### src/rtl/pc_flag_ctrl_pkg.sv
// Shared core definitions: opcodes, condition codes, flag bit positions,
// reset vector and run/halt state encoding.
package pc_flag_ctrl_pkg;

    localparam logic [3:0] OP_ADD = 4'b0000;
    localparam logic [3:0] OP_SUB = 4'b0001;
    localparam logic [3:0] OP_XOR = 4'b0011;
    localparam logic [3:0] OP_SLL = 4'b0100;
    localparam logic [3:0] OP_SRA = 4'b0101;
    localparam logic [3:0] OP_ROR = 4'b0110;
    localparam logic [3:0] OP_B   = 4'b1100;
    localparam logic [3:0] OP_BR  = 4'b1101;
    localparam logic [3:0] OP_HLT = 4'b1111;

    localparam logic [2:0] CC_NE   = 3'b000;
    localparam logic [2:0] CC_EQ   = 3'b001;
    localparam logic [2:0] CC_GT   = 3'b010;
    localparam logic [2:0] CC_LT   = 3'b011;
    localparam logic [2:0] CC_GTE  = 3'b100;
    localparam logic [2:0] CC_LTE  = 3'b101;
    localparam logic [2:0] CC_OVFL = 3'b110;
    localparam logic [2:0] CC_ALW  = 3'b111;

    localparam int FLAG_N = 2;
    localparam int FLAG_V = 1;
    localparam int FLAG_Z = 0;

    localparam logic [15:0] RESET_VECTOR = 16'h0000;

    typedef enum logic {
        ST_RUN  = 1'b0,
        ST_HALT = 1'b1
    } state_e;

    // Branch immediate is a signed halfword count; scale to a byte offset.
    function automatic logic [15:0] branch_offset(input logic [8:0] imm);
        return {{6{imm[8]}}, imm, 1'b0};
    endfunction

endpackage

### src/rtl/pc_flag_ctrl_branch_cond.sv
// Branch condition evaluation of a 3-bit condition code against stored {N,V,Z}.
module pc_flag_ctrl_branch_cond
    import pc_flag_ctrl_pkg::*;
(
    input  logic [2:0] ccc,
    input  logic [2:0] flags,
    output logic       take
);

    logic n_s;
    logic v_s;
    logic z_s;

    assign n_s = flags[FLAG_N];
    assign v_s = flags[FLAG_V];
    assign z_s = flags[FLAG_Z];

    // Condition decode.
    always_comb begin
        take = 1'b0;
        case (ccc)
            CC_NE:   take = ~z_s;
            CC_EQ:   take = z_s;
            CC_GT:   take = ~z_s & ~n_s;
            CC_LT:   take = n_s;
            CC_GTE:  take = z_s | ~n_s;
            CC_LTE:  take = n_s | z_s;
            CC_OVFL: take = v_s;
            CC_ALW:  take = 1'b1;
            default: take = 1'b0;
        endcase
    end

endmodule

### src/rtl/pc_flag_ctrl.sv
// PC, condition flags and run/halt control for the 16-bit single-cycle core.
module pc_flag_ctrl
    import pc_flag_ctrl_pkg::*;
(
    input  logic        clk,
    input  logic        rst_n,
    input  logic [15:0] instr,
    input  logic        stall,
    input  logic [15:0] br_reg,
    input  logic [15:0] alu_result,
    input  logic [2:0]  alu_flags,
    output logic [15:0] pc,
    output logic [15:0] pc_plus2,
    output logic [2:0]  flags,
    output logic        branch_taken,
    output logic        halted
);

    state_e      state_r;
    state_e      next_state_s;
    logic [15:0] pc_r;
    logic [15:0] next_pc_s;
    logic [2:0]  flags_r;
    logic [2:0]  next_flags_s;
    logic [3:0]  opcode_s;
    logic        cond_s;
    logic        z_s;
    logic [2:0]  nv_mask_s;

    assign opcode_s  = instr[15:12];
    assign pc_plus2  = pc_r + 16'd2;
    assign z_s       = (alu_result == 16'h0000);
    // Z comes from the result, never from the ALU's own Z bit.
    assign nv_mask_s = alu_flags & 3'b110;

    pc_flag_ctrl_branch_cond u_branch_cond (
        .ccc   (instr[11:9]),
        .flags (flags_r),
        .take  (cond_s)
    );

    // Branch redirect decision; conditions use registered flags only.
    always_comb begin
        branch_taken = 1'b0;
        if ((state_r == ST_RUN) && ((opcode_s == OP_B) || (opcode_s == OP_BR))) begin
            branch_taken = cond_s;
        end else begin
            branch_taken = 1'b0;
        end
    end

    // Next-PC mux.
    always_comb begin
        next_pc_s = pc_plus2;
        case (opcode_s)
            OP_B: begin
                if (branch_taken) begin
                    next_pc_s = pc_plus2 + branch_offset(instr[8:0]);
                end else begin
                    next_pc_s = pc_plus2;
                end
            end
            OP_BR: begin
                if (branch_taken) begin
                    next_pc_s = br_reg & 16'hFFFE;
                end else begin
                    next_pc_s = pc_plus2;
                end
            end
            OP_HLT:  next_pc_s = pc_r;
            default: next_pc_s = pc_plus2;
        endcase
    end

    // Flag update per opcode class.
    always_comb begin
        next_flags_s = flags_r;
        case (opcode_s)
            OP_ADD, OP_SUB:                 next_flags_s = nv_mask_s | {2'b00, z_s};
            OP_XOR, OP_SLL, OP_SRA, OP_ROR: next_flags_s = {flags_r[2:1], z_s};
            default:                        next_flags_s = flags_r;
        endcase
    end

    // Run/halt next state; HALT only leaves through reset.
    always_comb begin
        next_state_s = state_r;
        case (state_r)
            ST_RUN: begin
                if (opcode_s == OP_HLT) begin
                    next_state_s = ST_HALT;
                end else begin
                    next_state_s = ST_RUN;
                end
            end
            ST_HALT: next_state_s = ST_HALT;
            default: next_state_s = ST_RUN;
        endcase
    end

    // Architectural state; stall and HALT both freeze everything.
    always_ff @(posedge clk or negedge rst_n) begin
        if (!rst_n) begin
            pc_r    <= RESET_VECTOR;
            flags_r <= 3'b000;
            state_r <= ST_RUN;
        end else if (!stall && (state_r == ST_RUN)) begin
            pc_r    <= next_pc_s;
            flags_r <= next_flags_s;
            state_r <= next_state_s;
        end else begin
            pc_r    <= pc_r;
            flags_r <= flags_r;
            state_r <= state_r;
        end
    end

    assign pc     = pc_r;
    assign flags  = flags_r;
    assign halted = (state_r == ST_HALT);

endmodule
### config.mk
export PLATFORM = sky130hd
export DESIGN_NAME = pc_flag_ctrl
export DESIGN_NICKNAME = d
export VERILOG_FILES = /design/src/rtl/pc_flag_ctrl_pkg.sv /design/src/rtl/pc_flag_ctrl_branch_cond.sv /design/src/rtl/pc_flag_ctrl.sv
export SDC_FILE = /design/constraint.sdc
export NUM_CORES = 1
export LEC_CHECK = 0
export CAP_MARGIN = 20
export CORE_MARGIN = 3
export CORE_UTILIZATION = 28
export DETAILED_ROUTE_END_ITERATION = 10
export PLACE_DENSITY = 0.61
export SKIP_CTS_REPAIR_TIMING = 1
export SLEW_MARGIN = 20
export SYNTH_ARGS = -nofsm -noshare
export SYNTH_HDL_FRONTEND = slang
export SYNTH_SLANG_ARGS = --single-unit
export TNS_END_PERCENT = 30
### constraint.sdc
create_clock -name clk -period 4.7 [get_ports clk]
set_input_delay 0.705 -clock clk [delete_from_list [all_inputs] [get_ports clk]]
set_output_delay 0.705 -clock clk [all_outputs]
set_load 0.02 [all_outputs]
Word level (Yosys, flattened, before mapping)
Cells that the tools add are included.

Add/sub/neg operators: 2. Equality and inequality tests: 15. Multiplexer cells: 8. Bitwise logic cells: 9. Reductions and logical operators: 13.

Operators by type and width (count): $pmux W16 S3 (1); $mux W16 (2); $add A16 B16 Y16 (1); $add A16 B2 Y16 const B (1); $logic_not A16 Y1 (1); $eq A3 B3 Y1 const B (4); $eq A4 B3 Y1 const B (3); $eq A4 B4 Y1 const B (3); $pmux W1 S8 (1); $eq A3 B2 Y1 const B (2); $pmux W3 S2 (1); $not A1 Y1 (5); $eq A4 B1 Y1 const B (1); $eq A4 B2 Y1 const B (1); $logic_not A4 Y1 (1); $reduce_and A2 Y1 (2); $reduce_or A4 Y1 (1); $eq A3 B1 Y1 const B (1); $logic_not A3 Y1 (1); $or A3 B1 Y3 (1); $reduce_and A3 Y1 (1); $logic_and A1 B1 Y1 (2); $mux W1 (2); $or A1 B1 Y1 (2); other kinds (6) (6).

Flip-flop bits (word level): 20. Input bits: 54. Output and inout port bits: 37. Word-level logic and storage cells: 51.

Longest topological paths before layout
Gate-level depths: netlist of the first run.

Depth after elaboration: 6. Gate-level depth with buffers: 13. Depth with buffers taken out: 13.

Hierarchy
A second synthesis of the first run with hierarchy kept.

Cell total of the unflattened synthesis: 275. Area total of the unflattened synthesis: 2108.3 µm².

By module, submodules not included: pc_flag_ctrl (instances 1, cells each 264, area each 2031.9 µm², seq. area each 475.5 µm²); pc_flag_ctrl_branch_cond (instances 1, cells each 11, area each 76.3 µm², seq. area each 0.0 µm²).

Worst setup path after synthesis of the first run
Ideal clock, no wire load.

Path type: register -> register. Start point: reg pc_r[1] (netlist: pc[1]). End point: reg pc_r[12] (netlist: pc[12]). Setup time: 141 ps. Arrival time: 3340 ps. Required time: 4559 ps. Setup slack: 1218 ps. Stages on the path, launching flop included: 13. Path buffers: 1. Clock period less this slack: 3482 ps. Path through: dfrtp_1 > ha_1 > and3_1 > and3_1 > xnor2_1 > ha_1 > clkbuf_1 > a211o_1 > o211ai_1 > or4b_1 > nand2_1 > or3_1 > a31oi_1.

Word-level cells in the longest chain between the ends: 4. Elaborated cells on any way between the ends: 5. Classes of those cells: add/sub (2); mux (3).

Ends and longest elaborated chain: start, declared (RTL line pc_flag_ctrl.sv:21) `logic [15:0] pc_r;`; start signal, assigned (RTL line pc_flag_ctrl.sv:108) `pc_r <= next_pc_s;`; start signal, assigned (RTL line pc_flag_ctrl.sv:112) `pc_r <= pc_r;`; $add A16 B2 Y16 (RTL line pc_flag_ctrl.sv:31) `assign pc_plus2 = pc_r + 16'd2;`; via pc_plus2[7] (RTL line pc_flag_ctrl.sv:13) `output logic [15:0] pc_plus2,`; $add A16 B16 Y16 (RTL line pc_flag_ctrl.sv:58) `next_pc_s = pc_plus2 + branch_offset(instr[8:0]);`; $mux W16 (RTL line pc_flag_ctrl.sv:57) `if (branch_taken) begin`; $pmux W16 S3 (RTL line pc_flag_ctrl.sv:55) `case (opcode_s)`.

The timed path passes the listed nets, and every way through them passes these cells. A chain may end at the register's enable or synchronous reset.

Worst setup path in the final report of the first run
Start point: reg pc_r[1] (netlist: pc[1]). End point: reg pc_r[12] (netlist: pc[12]).

Word-level cells in the longest chain between the ends: 4. Elaborated cells on any way between the ends: 5. Classes of those cells: add/sub (2); mux (3).

Ends and longest elaborated chain (RTL line): $add A16 B2 Y16 * (pc_flag_ctrl.sv:31); $add A16 B16 Y16 (pc_flag_ctrl.sv:58); $mux W16 (pc_flag_ctrl.sv:57); $pmux W16 S3 * (pc_flag_ctrl.sv:55).

Mark *: on every way between the ends. The rest lies on a longest branch, timed or not.

==> results of run 1 <==
path summary, 6_finish.rpt:
check | slack [ps] | end | from | cells after the start
max in group asynchronous | 3180 | pc[4] | rst_n | 1
worst max register to register | 1200 | pc[12] | pc[1] | 11
worst min register to register | 550 | pc[2] | pc[2] | 2
worst max-delay path | 1200 | pc[12] | pc[1] | 11
worst min-delay path | 550 | pc[2] | pc[2] | 2
min in group asynchronous | 960 | pc[13] | rst_n | 1
cell type report:
class	count	area, um^2	area share
clock buffer	4	45.0	0.0146
inverter	7	26.3	0.00852
multi-input combinational	230	1540	0.500
sequential	19	475	0.154
tap	96	120	0.0389
timing repair buffer	88	876	0.284
state kept, by name, indices dropped and copies added, names as in the netlist:
name,cells
pc,15
flags,3
halted,1
through the flow:
| stage | total power, uW | instances | area, um^2 | worst slack, ps | hold slack [ps] |
|---|---|---|---|---|---|
| floorplan | 1070 | 269 | 2100 | 1220 | 409 |
| global placement | 1510 | 440 | 3040 | 1250 | 525 |
| detailed placement | 1520 | 440 | 3040 | 1260 | 541 |
| CTS | 1650 | 444 | 3080 | 1220 | 558 |
| global route | 1780 | 444 | 3080 | 991 | 588 |
| finish | 1630 | 444 | 3080 | 1200 | 547 |
power groups by stage:
stage / Sequential, uW / Clock [uW] / Combinational [uW]
after detailed placement: 330 / 0 / 1190
after floorplan: 384 / 0 / 684
after CTS: 328 / 120 / 1200
after global placement: 328 / 0 / 1180
after global routing: 346 / 127 / 1310
final: 328 / 115 / 1190
per-layer routing:
| metal | part of all wire | routed length (um) | vias up |
|---|---|---|---|
| met3 | 0.051 | 329 | 4 |
| li1 | - | - | 1140 |
| met5 | 0 | 0 | - |
| met4 | 0.0056 | 36 | 0 |
| met1 | 0.48 | 3110 | 1042 |
| met2 | 0.46 | 2980 | 60 |
critical path, stage by stage, from the launching register on:
cell and delay, ps:
sky130_fd_sc_hd__dfrtp_1 420, sky130_fd_sc_hd__ha_1 280, sky130_fd_sc_hd__and3_1 210, sky130_fd_sc_hd__and3_1 250
sky130_fd_sc_hd__xnor2_1 300, sky130_fd_sc_hd__ha_1 380, sky130_fd_sc_hd__a211o_1 340, sky130_fd_sc_hd__o211ai_1 450
sky130_fd_sc_hd__or4b_1 490, sky130_fd_sc_hd__nand2_1 80, sky130_fd_sc_hd__or3_1 100, sky130_fd_sc_hd__a31oi_1 70
synth_stat cells (3+ instances only):
master,n
sky130_fd_sc_hd__inv_1,7
sky130_fd_sc_hd__nor2b_1,3
sky130_fd_sc_hd__o21ai_0,30
sky130_fd_sc_hd__a21oi_1,15
sky130_fd_sc_hd__nand4_1,4
sky130_fd_sc_hd__and2_1,3
sky130_fd_sc_hd__dfrtp_1,19
sky130_fd_sc_hd__mux2_2,3
sky130_fd_sc_hd__or3_1,4
sky130_fd_sc_hd__o211ai_1,3
sky130_fd_sc_hd__a31oi_1,9
sky130_fd_sc_hd__xor2_1,14
sky130_fd_sc_hd__and3_1,4
sky130_fd_sc_hd__clkbuf_1,8
sky130_fd_sc_hd__a22oi_1,3
sky130_fd_sc_hd__nand3_1,11
sky130_fd_sc_hd__nor3_1,5
sky130_fd_sc_hd__nor2_1,17
sky130_fd_sc_hd__ha_1,16
sky130_fd_sc_hd__nand2_1,29
sky130_fd_sc_hd__xnor2_1,12
sky130_fd_sc_hd__a21o_1,8
sky130_fd_sc_hd__mux2i_1,5
sky130_fd_sc_hd__nor4_1,5
logic make-up after synthesis:
family          after synthesis  synth area share
compound gates               83             0.248
mux                           8            0.0400
buf+inv                      20            0.0405
fa+ha+maj                    17             0.105
flops                        19             0.227
simple gates                 94             0.230
xor+xnor                     26             0.109
other cells                   1           0.00179
==> results by stage, run 1 <==
Outcome:
- The flow ran to the end, and the final reports show no timing, DRC or antenna violations.

Yosys:
- The count of yosys warnings during synthesis is 0.
- The cell type with the largest total area after synthesis is sky130_fd_sc_hd__dfrtp_1.
- By area the synthesized netlist is led by sky130_fd_sc_hd__dfrtp_1, sky130_fd_sc_hd__ha_1, sky130_fd_sc_hd__o21ai_0.
- After synthesis, the netlist uses 50 different library cells.
- The most used flip-flop cell after synthesis is sky130_fd_sc_hd__dfrtp_1.
- The cell area that synthesis handed to floorplanning was 0.00210 mm^2.
- The register bit count reported by yosys is 19.
- The share of the Yosys chip area taken by registers is 0.227.
- The average cell area after synthesis is 7.83 um^2.
- The portion of synthesized cell area occupied by the leading cell type is 0.227.
- In the synthesized netlist, the number of instances is 268.
- The share of synthesized registers carrying an async set or reset is 1.00.
- The number of enable flip-flop cells after synthesis is 0.

Cells and area:
- Compared with the post-synthesis result, the final layout area differs by 47.0%.
- Of the cells placed in the final design, the portion with a size suffix greater than 1 is 0.0345.
- The filler cells instantiated in the layout total 723.
- The leading cell type in the layout, fill and taps excluded is sky130_fd_sc_hd__clkdlybuf4s50_1.
- In the layout the commonest cells are sky130_fd_sc_hd__clkdlybuf4s50_1, sky130_fd_sc_hd__o21ai_0, sky130_fd_sc_hd__nand2_1.
- The net count of the finished layout is 420.
- The final core area utilization is 0.439.
- The antenna diode instance count is 0.

Clock network:
- Clock tree synthesis selected as its root buffer the cell sky130_fd_sc_hd__clkbuf_8.
- The CTS tree is done.
- The clock transition time at the flip-flop clock pins of the worst setup and hold paths is 70 ps.
- The number of buffers created by CTS is 3.
- CTS built an H-tree with a depth of 1.
- The number of sinks handled by clock tree synthesis is 19.
- The clock latency reported for the late side of the worst-skew pair is 250 ps.
- No sink is reached through more buffers than the 2 on the longest clock path.

STA:
- The final setup violation count is 0.
- The number of max-slew violations in the final report came to 0.
- On the final layout, the worst clock skew is 2.54 ps.
- At the pin with the least slew margin, the transition time is 914 ps.
- The aggregate negative setup slack is 0 ps.
- The total count of hold-check failures in the final report came to 0.
- The timing-limited maximum frequency is 0.286 GHz.
- The final worst-path cycle share is 0.745.
- The minimum clock period after layout is 3500 ps.
- The worst pin sits at a relative slew slack of 0.389.
- Setup repair after global routing left no endpoint under its margin.

Placed design:
- The number of buffers added on ports is 86.
- The HPWL after detailed placement is 5.06 mm.
- At the end of routability-driven placement, the weighted congestion stood at 0.831.

Global routing:
- The number of antenna violations at the first check in global routing is 0.
- For met1 alone, demand over resource in global routing was 0.204.
- The number of global-route vias before repair is 2233.
- The pin count of the biggest net entering global routing is 34.
- For this run, global-route usage on met2 was measured as 0.250.
- The global route total overflow is 0.
- The layer flagged by global routing as most heavily used is met2.
- Across every metal layer, demand over resource in global routing totals 0.149.
- The first global-routing pass estimated 10.6 mm of wire.
- For this run, global-route usage on met3 was measured as 0.0284.

Route:
- The count of nets left with antenna violations once routing finished came out at 0.
- The detailed-router iteration count before antenna repair is 4.
- The number of DRC violations after detailed-routing iteration 0 is 57.
- Using the TritonRoute via totals, the vias-per-cell ratio works out to 5.06.
- Summed over all layers, the routed wires come to 6.45 mm.
- The count of vias placed by the detailed router is 2246.
- The detailed-route DRC error count is 0.
- The wire length per cell after detailed routing is 14.5 um.

Critical path:
- The required time reported for the critical path endpoint is 4810 ps.
- The setup path with the least slack is of type reg -> reg.
- The element type at the critical path start is a flop.
- The endpoint class of the critical path is a flop.
- Data on the critical path arrives at its endpoint at 3610 ps.
- Of all nets on the critical path, the largest fanout is 7.

Power and ir drop:
- The share of total power dissipated in the clock network is 0.070.
- Of the total power, the share spent switching nets is 0.477.
- The proportion of power drawn by combinational gates is 0.729.
- In this run the power density over the cells is 530 mW/mm^2.
- The peak supply drop is 0.288 mV.
- The static power due to leakage is 0.00123 uW.
- The net switching power of the design is 780 uW.
- The cell-internal power is 855 uW.
- The part of the power in registers is 0.201.

Floorplan:
- The core area is 0.00702 mm^2.
- The number of rows created at floorplan is 30.
- The width of the chip is 92.6 um.
- The floorplan die area is 0.00857 mm^2.
- The count of boundary I/O pins is 91.
- From bottom edge to top edge, the die measures 92.6 um.
- The initial core utilization is 0.299.

Job:
- Across the run, the number of max-cap violations was 0.

Min path:
- The min-delay analysis places its worst path in the category reg -> reg.
No activity file was read; power rests on OpenSTA's default activity.
==> inputs of run 2 (changes only) <==
==> constraint.sdc (replaced) <==
create_clock -name clk -period 3.5 [get_ports clk]
set_input_delay 0.525 -clock clk [delete_from_list [all_inputs] [get_ports clk]]
set_output_delay 0.525 -clock clk [all_outputs]
set_load 0.02 [all_outputs]
==> run 2 against run 1 <==
Effect of this change:
- clock skew about the same
- non-clock buffer count up 7
- routed wire length grew 4.2%
- cell area rose by 1.9%
- register-to-register slack worse by 880 ps
- utilization is 0.82 points higher
- worst setup slack worse by 890 ps
- critical endpoint is now pc_plus2[12]
==> results by stage, run 2 (synthesis gave the netlist of run 1 again) <==
Outcome:
- The run finished with clean final reports.

Global routing:
- The global route total overflow is 0 (unchanged).
- The pin count of the biggest net entering global routing was 24 (-29%).
- The global-route usage over all layers is 0.154 (+0.00482).
- The number of global-route vias before repair is 2274 (+1.8%).
- The number of antenna violations at the first check in global routing came to 0 (unchanged).
- The first-pass GRT wire length is 10.8 mm (+1.8%).

Min path:
- The worst hold path terminates at pc[2].
- The min-delay analysis places its worst path in the category reg -> reg.
- The number of instances on the worst hold path is 2 (unchanged).
- The startpoint of the lowest-slack hold path is pc[2].

Power and ir drop:
- The cell-internal power is 1180 uW (+38%).
- The peak supply drop came to 0.426 mV (+48%).
- The relative contribution of the clock network to total power is 0.070 (about the same).
- The net switching share of the total power came to 0.475 (-0.00188).
- The power per unit of standard cell area came to 713 mW/mm^2 (+35%).
- The static power due to leakage is 0.00126 uW (+2.7%).
- The part of the power in registers is 0.196 (-0.005).
- The net switching power of the design came to 1060 uW (+37%).
- The proportion of power drawn by combinational gates was 0.734 (+0.005).

Clock network:
- The number of sinks handled by clock tree synthesis was 19 (unchanged).
- The number of buffers created by CTS came to 3 (unchanged).
- The clock latency reported for the late side of the worst-skew pair is 260 ps (about the same).
- The number of H-tree levels was 1 (unchanged).
- The root buffer cell chosen for the clock tree is sky130_fd_sc_hd__clkbuf_8.
- The clock transition time at the flip-flop clock pins of the worst setup and hold paths is 70 ps (about the same).
- TritonCTS built the clock tree.
- The deepest clock path buffer count is 2 (unchanged).

STA:
- The worst clock skew came to 2.71 ps (+0.168 ps).
- The final worst-path cycle share is 0.913.
- The worst hold margin was 542 ps (-4.83 ps).
- Setup repair after global routing left no endpoint under its margin.
- Counting I/O delays and the setup requirement, the final critical path takes 3200 ps.
- The number of max-slew violations in the final report came to 0 (unchanged).
- The total count of hold-check failures in the final report was 0 (unchanged).
- Derived from the worst setup path, the maximum achievable clock frequency is 0.313 GHz.
- The transition time at the pin with the least slew margin was 903 ps (-10.2 ps).
- The aggregate negative setup slack is 0 ps (unchanged).
- The relative slew slack is 0.396 (+0.00685).
- The final setup violation count is 0 (unchanged).

Route:
- The wire length per cell after detailed routing came to 14.9 um (+2.6%).
- The number of DRC violations after detailed-routing iteration 0 came to 108 (+89%).
- The count of vias placed by the detailed router is 2269 (+1.0%).
- The number of vias per cell after detailed routing was 5.03 (-0.54%).
- The remaining number of nets flagged by the antenna check after routing is 0 (unchanged).
- The detailed-router iteration count before antenna repair is 5 (+1).
- The detailed-route DRC error count is 0 (unchanged).
- The total routed wirelength came to 6.72 mm (+4.2%).

Cells and area:
- The net count of the finished layout is 427 (+1.7%).
- The antenna diode instance count is 0 (unchanged).
- The number of inserted filler cells in the final layout is 731 (+1.1%).
- The synthesis-to-finish area growth is 49.7%.
- In the layout the commonest cells are sky130_fd_sc_hd__clkdlybuf4s50_1, sky130_fd_sc_hd__o21ai_0, sky130_fd_sc_hd__nand2_1.
- The leading cell type in the layout, fill and taps excluded is sky130_fd_sc_hd__clkdlybuf4s50_1.
- The finished layout cell area is 0.00314 mm^2 (+1.9%).
- The area taken by flip-flops and latches is 475 um^2 (unchanged).
- The area of combinational cells with multiple inputs is 0.00155 mm^2 (+0.32%).
- The flip-flop count of the largest register after layout was 15 (unchanged).
- The share of cells above drive strength 1 was 0.0563 (+0.0219).

Critical path:
- The required time reported for the critical path endpoint is 2970 ps (-1840 ps).
- The number of cells on the worst reg-to-reg path is 13 (+2).
- The launch instance of the worst register-to-register path is pc[2].
- STA classifies the critical path endpoint as an output pin.
- STA classifies the critical path startpoint as a flop.
- The slack of the worst reg-to-reg path was 320 ps (-880 ps).
- The maximum net fanout on the critical path was 7 (unchanged).
- The worst setup path is of the reg -> out kind.
- In this run the critical register-to-register path is captured at pc[15].
- The critical path data arrival time is 2670 ps (-940 ps).

Placed design:
- The routability-driven placement congestion ratio came to 0.816 (-1.8%).
- The HPWL after detailed placement was 5.35 mm (+5.7%).
- The placement-stage cell area is 0.00309 mm^2 (+1.7%).
- The number of buffers added on ports is 86 (unchanged).

Floorplan:
- The number of rows created at floorplan is 30 (unchanged).
- The die height is 92.6 um (unchanged).
- The count of boundary I/O pins is 91 (unchanged).
- The width of the chip is 92.6 um (unchanged).
- The initial core utilization is 0.299 (unchanged).
- The core area is 0.00702 mm^2 (unchanged).
- The floorplan die area is 0.00857 mm^2 (unchanged).

Job:
- The total of max-cap violations is 0 (unchanged).
==> run 2: changes by cell type in the layout (fill, tap and decap cells not counted), sizes merged <==
cell | previous run | this run
buf | 2 | 9
==> run 2: worst max-delay path by stage <==
stage,start,to,slack [ps],cells past startpoint
floorplan,pc[1],pc[12],20,12
global placement,pc[2],pc[15],290,13
detailed placement,pc[2],pc[15],230,13
CTS,pc[2],pc[15],210,13
global route,pc[2],pc[15],10,13
finish,pc[3],pc_plus2[12],300,7
==> run 2: layout make-up <==
class                   count  share of cell area
multi-input cells         230               0.492
well taps                  96              0.0382
repair buffers             95               0.295
flip-flops and latches     19               0.151
inverters                   7             0.00836
clock buffers               4              0.0143
==> run 2: worst max-delay path, stage by stage, from the launching register on <==
cell and delay, ps:
sky130_fd_sc_hd__dfrtp_1 470, sky130_fd_sc_hd__and3_1 310, sky130_fd_sc_hd__nand4_1 230, sky130_fd_sc_hd__nor2_1 220, sky130_fd_sc_hd__and3_1 190, sky130_fd_sc_hd__xor2_1 230, sky130_fd_sc_hd__buf_4 170, sky130_fd_sc_hd__clkdlybuf4s50_1 600
==> run 2: metal layers <==
layer / GRT usage / wire length [um] / vias to the layer above
li1: - / - / 1160
met4: 0.0248 / 65 / 0
met3: 0.0292 / 322 / 6
met2: 0.263 / 3170 / 61
met1: 0.204 / 3160 / 1042
met5: 0 / 0 / -
==> run 2: power groups by stage <==
stage / clock network [uW] / logic, uW / registers [uW]
floorplan: 0 / 919 / 515
global route: 167 / 1810 / 459
detailed placement: 0 / 1640 / 443
finish: 157 / 1650 / 439
global placement: 0 / 1630 / 436
CTS: 164 / 1650 / 440
==> run 2: per-stage QoR <==
stage | total power (uW) | util | instances | setup WS, ps
global route | 2430 | 0.448 | 451 | 9.77
floorplan | 1430 | - | 269 | 18.4
global placement | 2060 | 0.440 | 447 | 289
finish | 2240 | 0.448 | 451 | 305
CTS | 2260 | 0.447 | 451 | 211
detailed placement | 2090 | 0.440 | 447 | 229
